### src/rtl/tft_timing_receiver.sv
// TFT bus receiver: measures HSYNC/VSYNC timing and locks onto the expected active format.
// Once locked, it emits coordinate-tagged pixels exactly two clocks after the bus is sampled.
module tft_timing_receiver #(
  parameter logic [9:0] H_TOTAL_EXP = 10'd525,
  parameter logic [9:0] V_TOTAL_EXP = 10'd286,
  parameter logic [9:0] H_VALID     = 10'd480,
  parameter logic [9:0] V_VALID     = 10'd272,
  parameter logic [1:0] LOCK_FRAMES = 2'd2
) (
  input  logic        tft_clock_9m,
  input  logic        system_reset,
  input  logic        horizontal_sync,
  input  logic        vertical_sync,
  input  logic        tft_data_enable,
  input  logic [15:0] rgb_tft,
  output logic [15:0] pixel_data,
  output logic        pixel_valid,
  output logic [9:0]  pixel_x,
  output logic [9:0]  pixel_y,
  output logic        frame_start,
  output logic [9:0]  measured_h_total,
  output logic [9:0]  measured_v_total,
  output logic        locked,
  output logic        timing_error,
  output logic [1:0]  fsm_state_o
);

  typedef enum logic [1:0] {SEARCH = 2'd0, MEASURE = 2'd1, LOCKED = 2'd2} state_t;

  function automatic logic [9:0] sat_inc(input logic [9:0] v);
    return (v == 10'h3ff) ? v : v + 10'd1;
  endfunction

  state_t      state_q;
  logic [1:0]  good_cnt_q;
  logic        hs_q, vs_q, de_q, hs_prev_q, vs_prev_q, de_prev_q;
  logic [15:0] rgb_q;
  logic [9:0]  hcnt_q, xcnt_q, vcnt_q, ycnt_q;
  logic [9:0]  hcnt_d, xcnt_d, vcnt_d, ycnt_d;
  logic        ovr_q, ovr_d, acc_bad_q, acc_bad_d;
  logic [15:0] pixel_data_q;
  logic        pixel_valid_q, frame_start_q, locked_q, timing_error_q;
  logic [9:0]  pixel_x_q, pixel_y_q, meas_h_q, meas_v_q;

  logic        hs_rise, vs_rise, de_fall, pix_in_range, line_bad, frame_bad;
  logic [9:0]  h_period, v_period, x_eff, y_eff;
  logic [2:0]  good_next;

  always_comb begin
    hs_rise      = hs_q & ~hs_prev_q;
    vs_rise      = vs_q & ~vs_prev_q;
    de_fall      = de_prev_q & ~de_q;
    h_period     = sat_inc(hcnt_q);
    v_period     = sat_inc(vcnt_q);
    // Coordinates of the pixel currently in stage 1, after any sync-rise clear.
    x_eff        = hs_rise ? 10'd0 : xcnt_q;
    y_eff        = vs_rise ? 10'd0 : ycnt_q;
    pix_in_range = (x_eff < H_VALID) && (y_eff < V_VALID);
    line_bad     = (h_period != H_TOTAL_EXP) || ((xcnt_q != 10'd0) && (xcnt_q != H_VALID)) || ovr_q;
    frame_bad    = acc_bad_q || (hs_rise && line_bad) || (v_period != V_TOTAL_EXP) || (ycnt_q != V_VALID);
    hcnt_d       = hs_rise ? 10'd0 : h_period;
    xcnt_d       = de_q ? sat_inc(x_eff) : x_eff;
    vcnt_d       = vs_rise ? 10'd0 : (hs_rise ? v_period : vcnt_q);
    ycnt_d       = de_fall ? sat_inc(y_eff) : y_eff;
    ovr_d        = (hs_rise ? 1'b0 : ovr_q) | (de_q & ~pix_in_range);
    acc_bad_d    = vs_rise ? 1'b0 : (acc_bad_q | (hs_rise & line_bad));
    good_next    = {1'b0, good_cnt_q} + 3'd1;
  end

  always_ff @(posedge tft_clock_9m) begin
    if (system_reset) begin
      state_q        <= SEARCH;
      good_cnt_q     <= 2'd0;
      {hs_q, vs_q, de_q, hs_prev_q, vs_prev_q, de_prev_q} <= 6'd0;
      rgb_q          <= 16'd0;
      hcnt_q         <= 10'd0;
      xcnt_q         <= 10'd0;
      vcnt_q         <= 10'd0;
      ycnt_q         <= 10'd0;
      ovr_q          <= 1'b0;
      acc_bad_q      <= 1'b0;
      pixel_data_q   <= 16'd0;
      pixel_valid_q  <= 1'b0;
      pixel_x_q      <= 10'h3ff;
      pixel_y_q      <= 10'h3ff;
      frame_start_q  <= 1'b0;
      meas_h_q       <= 10'd0;
      meas_v_q       <= 10'd0;
      locked_q       <= 1'b0;
      timing_error_q <= 1'b0;
    end else begin
      hs_q      <= horizontal_sync;
      vs_q      <= vertical_sync;
      de_q      <= tft_data_enable;
      rgb_q     <= rgb_tft;
      hs_prev_q <= hs_q;
      vs_prev_q <= vs_q;
      de_prev_q <= de_q;
      hcnt_q    <= hcnt_d;
      xcnt_q    <= xcnt_d;
      vcnt_q    <= vcnt_d;
      ycnt_q    <= ycnt_d;
      ovr_q     <= ovr_d;
      acc_bad_q <= acc_bad_d;
      if (hs_rise) meas_h_q <= h_period;
      if (vs_rise) meas_v_q <= v_period;
      // pixel_valid qualifies pixel_data/pixel_x/pixel_y for one cycle; there is no backpressure.
      pixel_data_q  <= rgb_q;
      pixel_valid_q <= (state_q == LOCKED) && de_q && pix_in_range;
      pixel_x_q     <= ((state_q == LOCKED) && de_q && pix_in_range) ? x_eff : 10'h3ff;
      pixel_y_q     <= ((state_q == LOCKED) && de_q && pix_in_range) ? y_eff : 10'h3ff;
      frame_start_q  <= 1'b0;
      timing_error_q <= 1'b0;
      case (state_q)
        SEARCH: begin
          if (vs_rise) begin
            state_q    <= MEASURE;
            good_cnt_q <= 2'd0;
          end
        end
        MEASURE: begin
          if (vs_rise) begin
            if (frame_bad) begin
              good_cnt_q <= 2'd0;
            end else if (good_next >= {1'b0, LOCK_FRAMES}) begin
              state_q       <= LOCKED;
              locked_q      <= 1'b1;
              frame_start_q <= 1'b1;
              good_cnt_q    <= 2'd0;
            end else begin
              good_cnt_q <= good_next[1:0];
            end
          end
        end
        LOCKED: begin
          if ((hs_rise && line_bad) || (vs_rise && frame_bad)) begin
            state_q        <= SEARCH;
            locked_q       <= 1'b0;
            timing_error_q <= 1'b1;
          end else if (vs_rise) begin
            frame_start_q <= 1'b1;
          end
        end
        default: begin
          state_q  <= SEARCH;
          locked_q <= 1'b0;
        end
      endcase
    end
  end

  assign pixel_data       = pixel_data_q;
  assign pixel_valid      = pixel_valid_q;
  assign pixel_x          = pixel_x_q;
  assign pixel_y          = pixel_y_q;
  assign frame_start      = frame_start_q;
  assign measured_h_total = meas_h_q;
  assign measured_v_total = meas_v_q;
  assign locked           = locked_q;
  assign timing_error     = timing_error_q;
  assign fsm_state_o      = state_q;

endmodule

### config.mk
export PLATFORM = sky130hd
export DESIGN_NAME = tft_timing_receiver
export DESIGN_NICKNAME = d
export VERILOG_FILES = /design/src/rtl/tft_timing_receiver.sv
export SDC_FILE = /design/constraint.sdc
export NUM_CORES = 1
export LEC_CHECK = 0
export CORE_AREA = 2 2 99 101
export DETAILED_ROUTE_END_ITERATION = 8
export DIE_AREA = 0 0 101 103
export HOLD_SLACK_MARGIN = 0.05
export PLACE_DENSITY = 0.85
export SYNTH_ARGS = -nofsm -noshare
export SYNTH_HDL_FRONTEND = slang
export SYNTH_SLANG_ARGS = --single-unit
### constraint.sdc
create_clock -name tft_clock_9m -period 4.9 [get_ports tft_clock_9m]
set_input_delay 0.735 -clock tft_clock_9m [delete_from_list [all_inputs] [get_ports tft_clock_9m]]
set_output_delay 0.735 -clock tft_clock_9m [all_outputs]
set_load 0.05 [all_outputs]
# After elaboration in Yosys (flattened, before gate mapping)
# Index checks and enable logic that the tools add are counted.
[totals]
register_bits = 128
input_bits = 21
[op_classes]
n_reduce_logical = 22
magnitude_cmp = 3
muxes = 32
eq_ne = 15
n_bitwise = 14
addsub = 5
[ops]
columns = ["cell", "n"]
rows = [
  ["10-bit 2-to-1 mux", 8],
  ["10-bit by 1-bit adder with 10-bit output (second input constant)", 4],
  ["10-bit equality test (second input constant)", 4],
  ["10-bit by 9-bit inequality test with 1-bit output (second input constant)", 3],
  ["10-bit by 9-bit less-than comparator with 1-bit output (second input constant)", 2],
  ["2-bit 2-to-1 mux", 9],
  ["1-bit 2-to-1 mux", 11],
  ["10-bit inequality test (second input constant)", 1],
  ["5-bit AND reduction", 2],
  ["10-bit nonzero test", 1],
  ["2-bit inequality test (second input constant)", 4],
  ["2-bit OR reduction", 4],
  ["1-bit inverter", 7],
  ["1-bit logical AND", 6],
  ["1-bit logical OR", 6],
  ["2-bit case mux with 3 select lines", 1],
  ["1-bit bitwise AND", 5],
  ["2-bit case mux with 2 select lines", 1],
  ["2-bit by 1-bit adder with 3-bit output (second input constant)", 1],
  ["3-bit by 2-bit >= comparator with 1-bit output (second input constant)", 1],
  ["1-bit case mux with 3 select lines", 1],
  ["3-bit AND reduction", 1],
  ["2-bit by 1-bit equality test with 1-bit output (second input constant)", 1],
  ["2-bit equality test (second input constant)", 1],
  ["other kinds (5)", 6],
]

# Logic depth before layout (Yosys ltp)
[depth]
ltp_word = 13
mapped_depth = 10
ltp_nobuf = 10

# Worst setup path before layout
# Ideal clock, no wire load.
[synth_path]
kind = "flip-flop to flip-flop"
from = "register hcnt_q[0]"
to = "register state_q[0], in the netlist fsm_state_o[0]"
required_ns = 4.797
synth_period_minus_slack_ns = 2.443
t_arrival_ns = 2.340
slack_ns = 2.457
stages_incl_launch_ff = 9
n_path_buf = 0
cell_sequence = "dfxtp_1 -> ha_1 -> and3_1 -> a311o_1 -> a221oi_2 -> o2111ai_2 -> a2111oi_2 -> nor2_1 -> a2111oi_2"
[synth_between]
elab_chain_cells = 13
elab_cells_between_ends = 15
classes_between = "add/sub (1); eq/ne (4); mux (1); reduce/logical (9)"
[synth_lines]
columns = ["item", "line", "text"]
rows = [
  ["start: declaration", "38", "logic [9:0] hcnt_q, xcnt_q, vcnt_q, ycnt_q;"],
  ["start signal: assignment", "99", "hcnt_q <= hcnt_d;"],
  ["10-bit by 1-bit adder with 10-bit output or 10-bit equality test (tied branches)", "31", "return (v == 10'h3ff) ? v : v + 10'd1;"],
  ["10-bit 2-to-1 mux *", "31", ""],
  ["10-bit inequality test *", "59", "line_bad = (h_period != H_TOTAL_EXP) || ((xcnt_q != 10'd0) && (xcnt_q != H_VALID)) || ovr_q;"],
  ["1-bit logical OR * (2 in series)", "59", ""],
  ["1-bit logical AND *", "60, 136", ""],
  ["1-bit logical OR (3 in series)", "60", "frame_bad = acc_bad_q || (hs_rise && line_bad) || (v_period != V_TOTAL_EXP) || (ycnt_q != V_VALID);"],
  ["1-bit logical AND", "136", "if ((hs_rise && line_bad) || (vs_rise && frame_bad)) begin"],
  ["1-bit logical OR", "136", ""],
  ["2-bit by 1-bit inequality test with 1-bit output (no line)", "--", ""],
  ["5-bit AND reduction (no line) *", "--", ""],
  ["end signal: assignment", "126", "state_q <= LOCKED;"],
  ["end signal: assignment", "137", "state_q <= SEARCH;"],
  ["end signal: assignment", "145", "state_q <= SEARCH;"],
  ["end: declaration", "34", "state_t state_q;"],
]
# Every way passes the cells marked *; elsewhere a longest branch is shown, timed or not.
# A chain may end at the register's enable or synchronous reset.

# Final worst setup path
[layout_path]
from = "register vcnt_q[0]"
to = "register state_q[0], in the netlist fsm_state_o[0]"
[layout_between]
elab_chain_cells = 9
elab_cells_between_ends = 11
classes_between = "add/sub (1); eq/ne (4); mux (1); reduce/logical (5)"
[layout_lines]
columns = ["item", "line", "text"]
rows = [
  ["start: declaration", "38", ""],
  ["start signal: assignment", "101", "vcnt_q <= vcnt_d;"],
  ["10-bit by 1-bit adder with 10-bit output or 10-bit equality test (tied branches)", "31", ""],
  ["10-bit 2-to-1 mux *", "31", ""],
  ["10-bit by 9-bit inequality test with 1-bit output *", "60", ""],
  ["1-bit logical OR * (2 in series)", "60", ""],
  ["1-bit logical AND", "136", ""],
  ["1-bit logical OR", "136", ""],
  ["2-bit by 1-bit inequality test with 1-bit output (no line)", "--", ""],
  ["5-bit AND reduction (no line) *", "--", ""],
]
# Marks and branches as above.

==> reports/qor.yml <==
critical_path_arrival_ns: 3.32
gp_congestion: 0.9146
p_leak_uw: 0.002375
nets: 688
htreeDepth: 4
cts_root_buf: "clkbuf_8"
dpl_worst_slack_ns: 2.136
synth_most_common_cell: "dfxtp_1"
max_stage_delay_ns: 0.52
setup_violations: 0
power.density_nw_per_um2: 382.5
hpwlAfterDp_um: 8031
finalHoldViolations: 0
cp_cell_sequence: "ha_1, and3_1, nand3_1, nand2_1, o2111ai_1, o21ai_0, a311oi_1, a2111oi_2"
grt_pass1_vias: 4106
fin_ws_ns: 2.001
chipWidth_um: 101
p_switching_uw: 540.0
cap_violations: 0
p_int_uw: 1976
period_share_pct: 59.17
syn-instance-count: 590
clock-sinks: 128
grt_start_max_net_pins: 37
rr_worst_depth: 8
seqPwrFrac_pct: 42.8
placed_area_sq_um: 5958
postCtsSetupRepairBufs: 0
synth_flop_cell: "dfxtp_1"
port_buffers: 82
clk_pin_slew_ns: 0.06
cts_tree: "done"
slew_headroom_pct: 43.65
crit_fanout: 10
grt_first_pass_wirelength_um: 19090
wl_um: 12230
ctsHoldBuffers: 0
min_path_type: "flip-flop to flip-flop"
seq_area_frac_synth_pct: 49.90
cts-resized-gates: 0
drtAntennaViolNets: 0
ys_top_cells_by_count: "128 x dfxtp_1, 86 x nand2_1, 59 x nor2_1"
track_usage_pct: 23.54
status: "finished, final reports clean"
comb_power_share_pct: 5.6
yosys.area.top_type_share_pct: 49.90
hold_depth: 1
syn-cell-area_sq_um: 5135
synth_compound_area_share_pct: 12.50
vias: 4526
diodes: 0
min_period_ns: 2.899
start_util_pct: 54.29
synth_top_area_cell: "dfxtp_1"
grt-ovfl-total: 0
end_kind: "flip-flop"
drt_iter0_drc: 432
fmax_ghz: 0.3449
routedWlPerCell_um: 15.55
synth_top_family_by_area: "simple AND/OR/NAND/NOR gates"
critPathKind: "flip-flop to flip-flop"
synth-edff-count: 0
syn_to_final_growth_pct: 28.09
synth_xor_area_share_pct: 4.094
synth_fp_nets: 619
yosysWarnings: 0
clockBufferDepth: 2
chipHeight_um: 103
io_pins: 83
cts_made_buffers: 17
tightestPinTransition_ns: 0.8435
rsz0062_at_grt: "no"
startpoint_type: "flip-flop"
required_ns: 5.32
synth_mux_area_share_pct: 0.7797
ys_seq_elements: 128
clk_latency_ns: 0.53
synth_area_leaders: "dfxtp_1 50%, nand2_1 6.3%, nor2b_1 5.0%"
post_drt_via_cell_ratio: 5.758
tns_ns: 0
yosys.area_share.simple_pct: 26.54
ir_drop_v: 0.0002122
drv_slew: 0
crit_path_top_delay_cell: "dfxtp_1"
dieArea_sq_um: 10400
synthDistinctLibCells: 49
first_pass_iters: 5
synthAdderAreaFrac_pct: 1.949
clock_power_share_pct: 51.7
core_area_sq_um: 9459
final_area_sq_um: 6578
rows: 36
antenna_found_initial: 0
async_reset_ff_share_pct: 0
syn_avg_cell_area_sq_um: 8.703
final.setup_skew_ns: 0.01127
drc: 0
switching_share_pct: 21.46
drive_above_1_share_pct: 6.250
-- power by group through the flow --
stage                     Clock (uW)  Combinational, uW  Sequential, uW
after floorplan                    0               62.7            1120
final                           1300                140            1080
after global routing            1370                150            1080
after global placement             0                135            1100
after CTS                       1310                140            1080
after detailed placement           0                138            1100
-- final cells by class --
cell class / count / area (sq um)
clock buffers: 21 / 459.2
clock inverters: 11 / 160.2
fillers: 703 / 2882
inverters: 18 / 67.56
multi-input cells: 410 / 2355
repair buffers: 84 / 830.8
well taps: 114 / 142.6
flip-flops and latches: 128 / 2562
-- per-stage QoR --
stage	hold WS [ns]	util [%]	total power, uW	instances
2_1_floorplan	0.4138	-	1186	590
3_3_place_gp	0.4168	62.99	1231	754
3_5_place_dp	0.4204	62.99	1236	754
4_1_cts	0.4338	69.54	2525	786
5_1_grt	0.4543	69.54	2594	786
6_report	0.4382	69.54	2516	786
-- logic make-up (layout without fill, tap and decap cells) --
| group | Yosys count | count (layout) |
|---|---|---|
| adders and majority gates | 8 | 8 |
| xor gates and xnor gates | 24 | 24 |
| muxes | 4 | 4 |
| buffers and inverters | 52 | 134 |
| and+or+nand+nor | 277 | 277 |
| DFF | 128 | 128 |
| AOI/OAI and AO/OA | 97 | 97 |
-- state kept, by name, summed over array words and instances (netlist names), 2 cells and up --
register,cells
measured_h_total,10
ycnt_q,10
pixel_y,10
good_cnt_q,2
vcnt_q,10
xcnt_q,10
pixel_x,10
rgb_q,16
fsm_state_o,2
hcnt_q,10
measured_v_total,10
pixel_data,16
-- worst max-delay path, delay by kind of cell (launching register included) --
family                     cells  cell delay, ns
AOI/OAI and AO/OA              4            1.12
and+or+nand+nor                3            0.75
DFF                            1            0.52
adders and majority gates      1            0.40
-- layer usage --
metal / part of all wire, % / track usage (%) / vias up
met5: 0 / 0 / -
met2: 51 / 40.92 / 226
met1: 40 / 27.33 / 2102
li1: - / - / 2161
met3: 6.2 / 6.847 / 37
met4: 2.3 / 9.667 / 0
-- path summary, 6_finish.rpt --
| path | to | slack (ns) | start |
|---|---|---|---|
| setup reg to reg | fsm_state_o[0] | 2.00 | vcnt_q[0] |
| setup / recovery | fsm_state_o[0] | 2.00 | vcnt_q[0] |
| hold / removal | pixel_data[13] | 0.44 | rgb_q[13] |
| hold reg to reg | pixel_data[13] | 0.44 | rgb_q[13] |
-- placed cells by master, fill, tap and decap left out, types with 2 or more instances in the layout --
cell | Yosys | final
and2_1 | 4 | 4
a311oi_1 | 3 | 3
dfxtp_1 | 128 | 128
nor4_1 | 10 | 10
nand2_1 | 86 | 86
nand3_1 | 19 | 19
xnor2_1 | 12 | 12
a21oi_1 | 30 | 30
nor2b_1 | 41 | 41
or3_1 | 2 | 2
clkbuf_16 | 0 | 16
inv_1 | 18 | 18
bufinv_16 | 0 | 4
and4_1 | 6 | 6
a21boi_0 | 2 | 2
nor2_1 | 59 | 59
and3_1 | 5 | 5
nand4_1 | 20 | 20
xor2_1 | 12 | 12
a2111oi_2 | 2 | 2
clkinv_2 | 0 | 5
a21o_1 | 3 | 3
a211oi_1 | 7 | 7
ha_1 | 8 | 8
clkinvlp_4 | 0 | 2
o21a_1 | 2 | 2
clkbuf_8 | 0 | 4
buf_4 | 0 | 2
a31oi_1 | 8 | 8
nor4b_1 | 2 | 2
o21ai_0 | 21 | 21
nor3_1 | 11 | 11
nand2b_1 | 8 | 8
a31o_2 | 2 | 2
mux2i_1 | 4 | 4
o2111ai_1 | 2 | 2
clkdlybuf4s50_1 | 0 | 81
o31a_1 | 3 | 3
o31ai_1 | 4 | 4
Note: power is estimated with default switching activity, not from simulation.
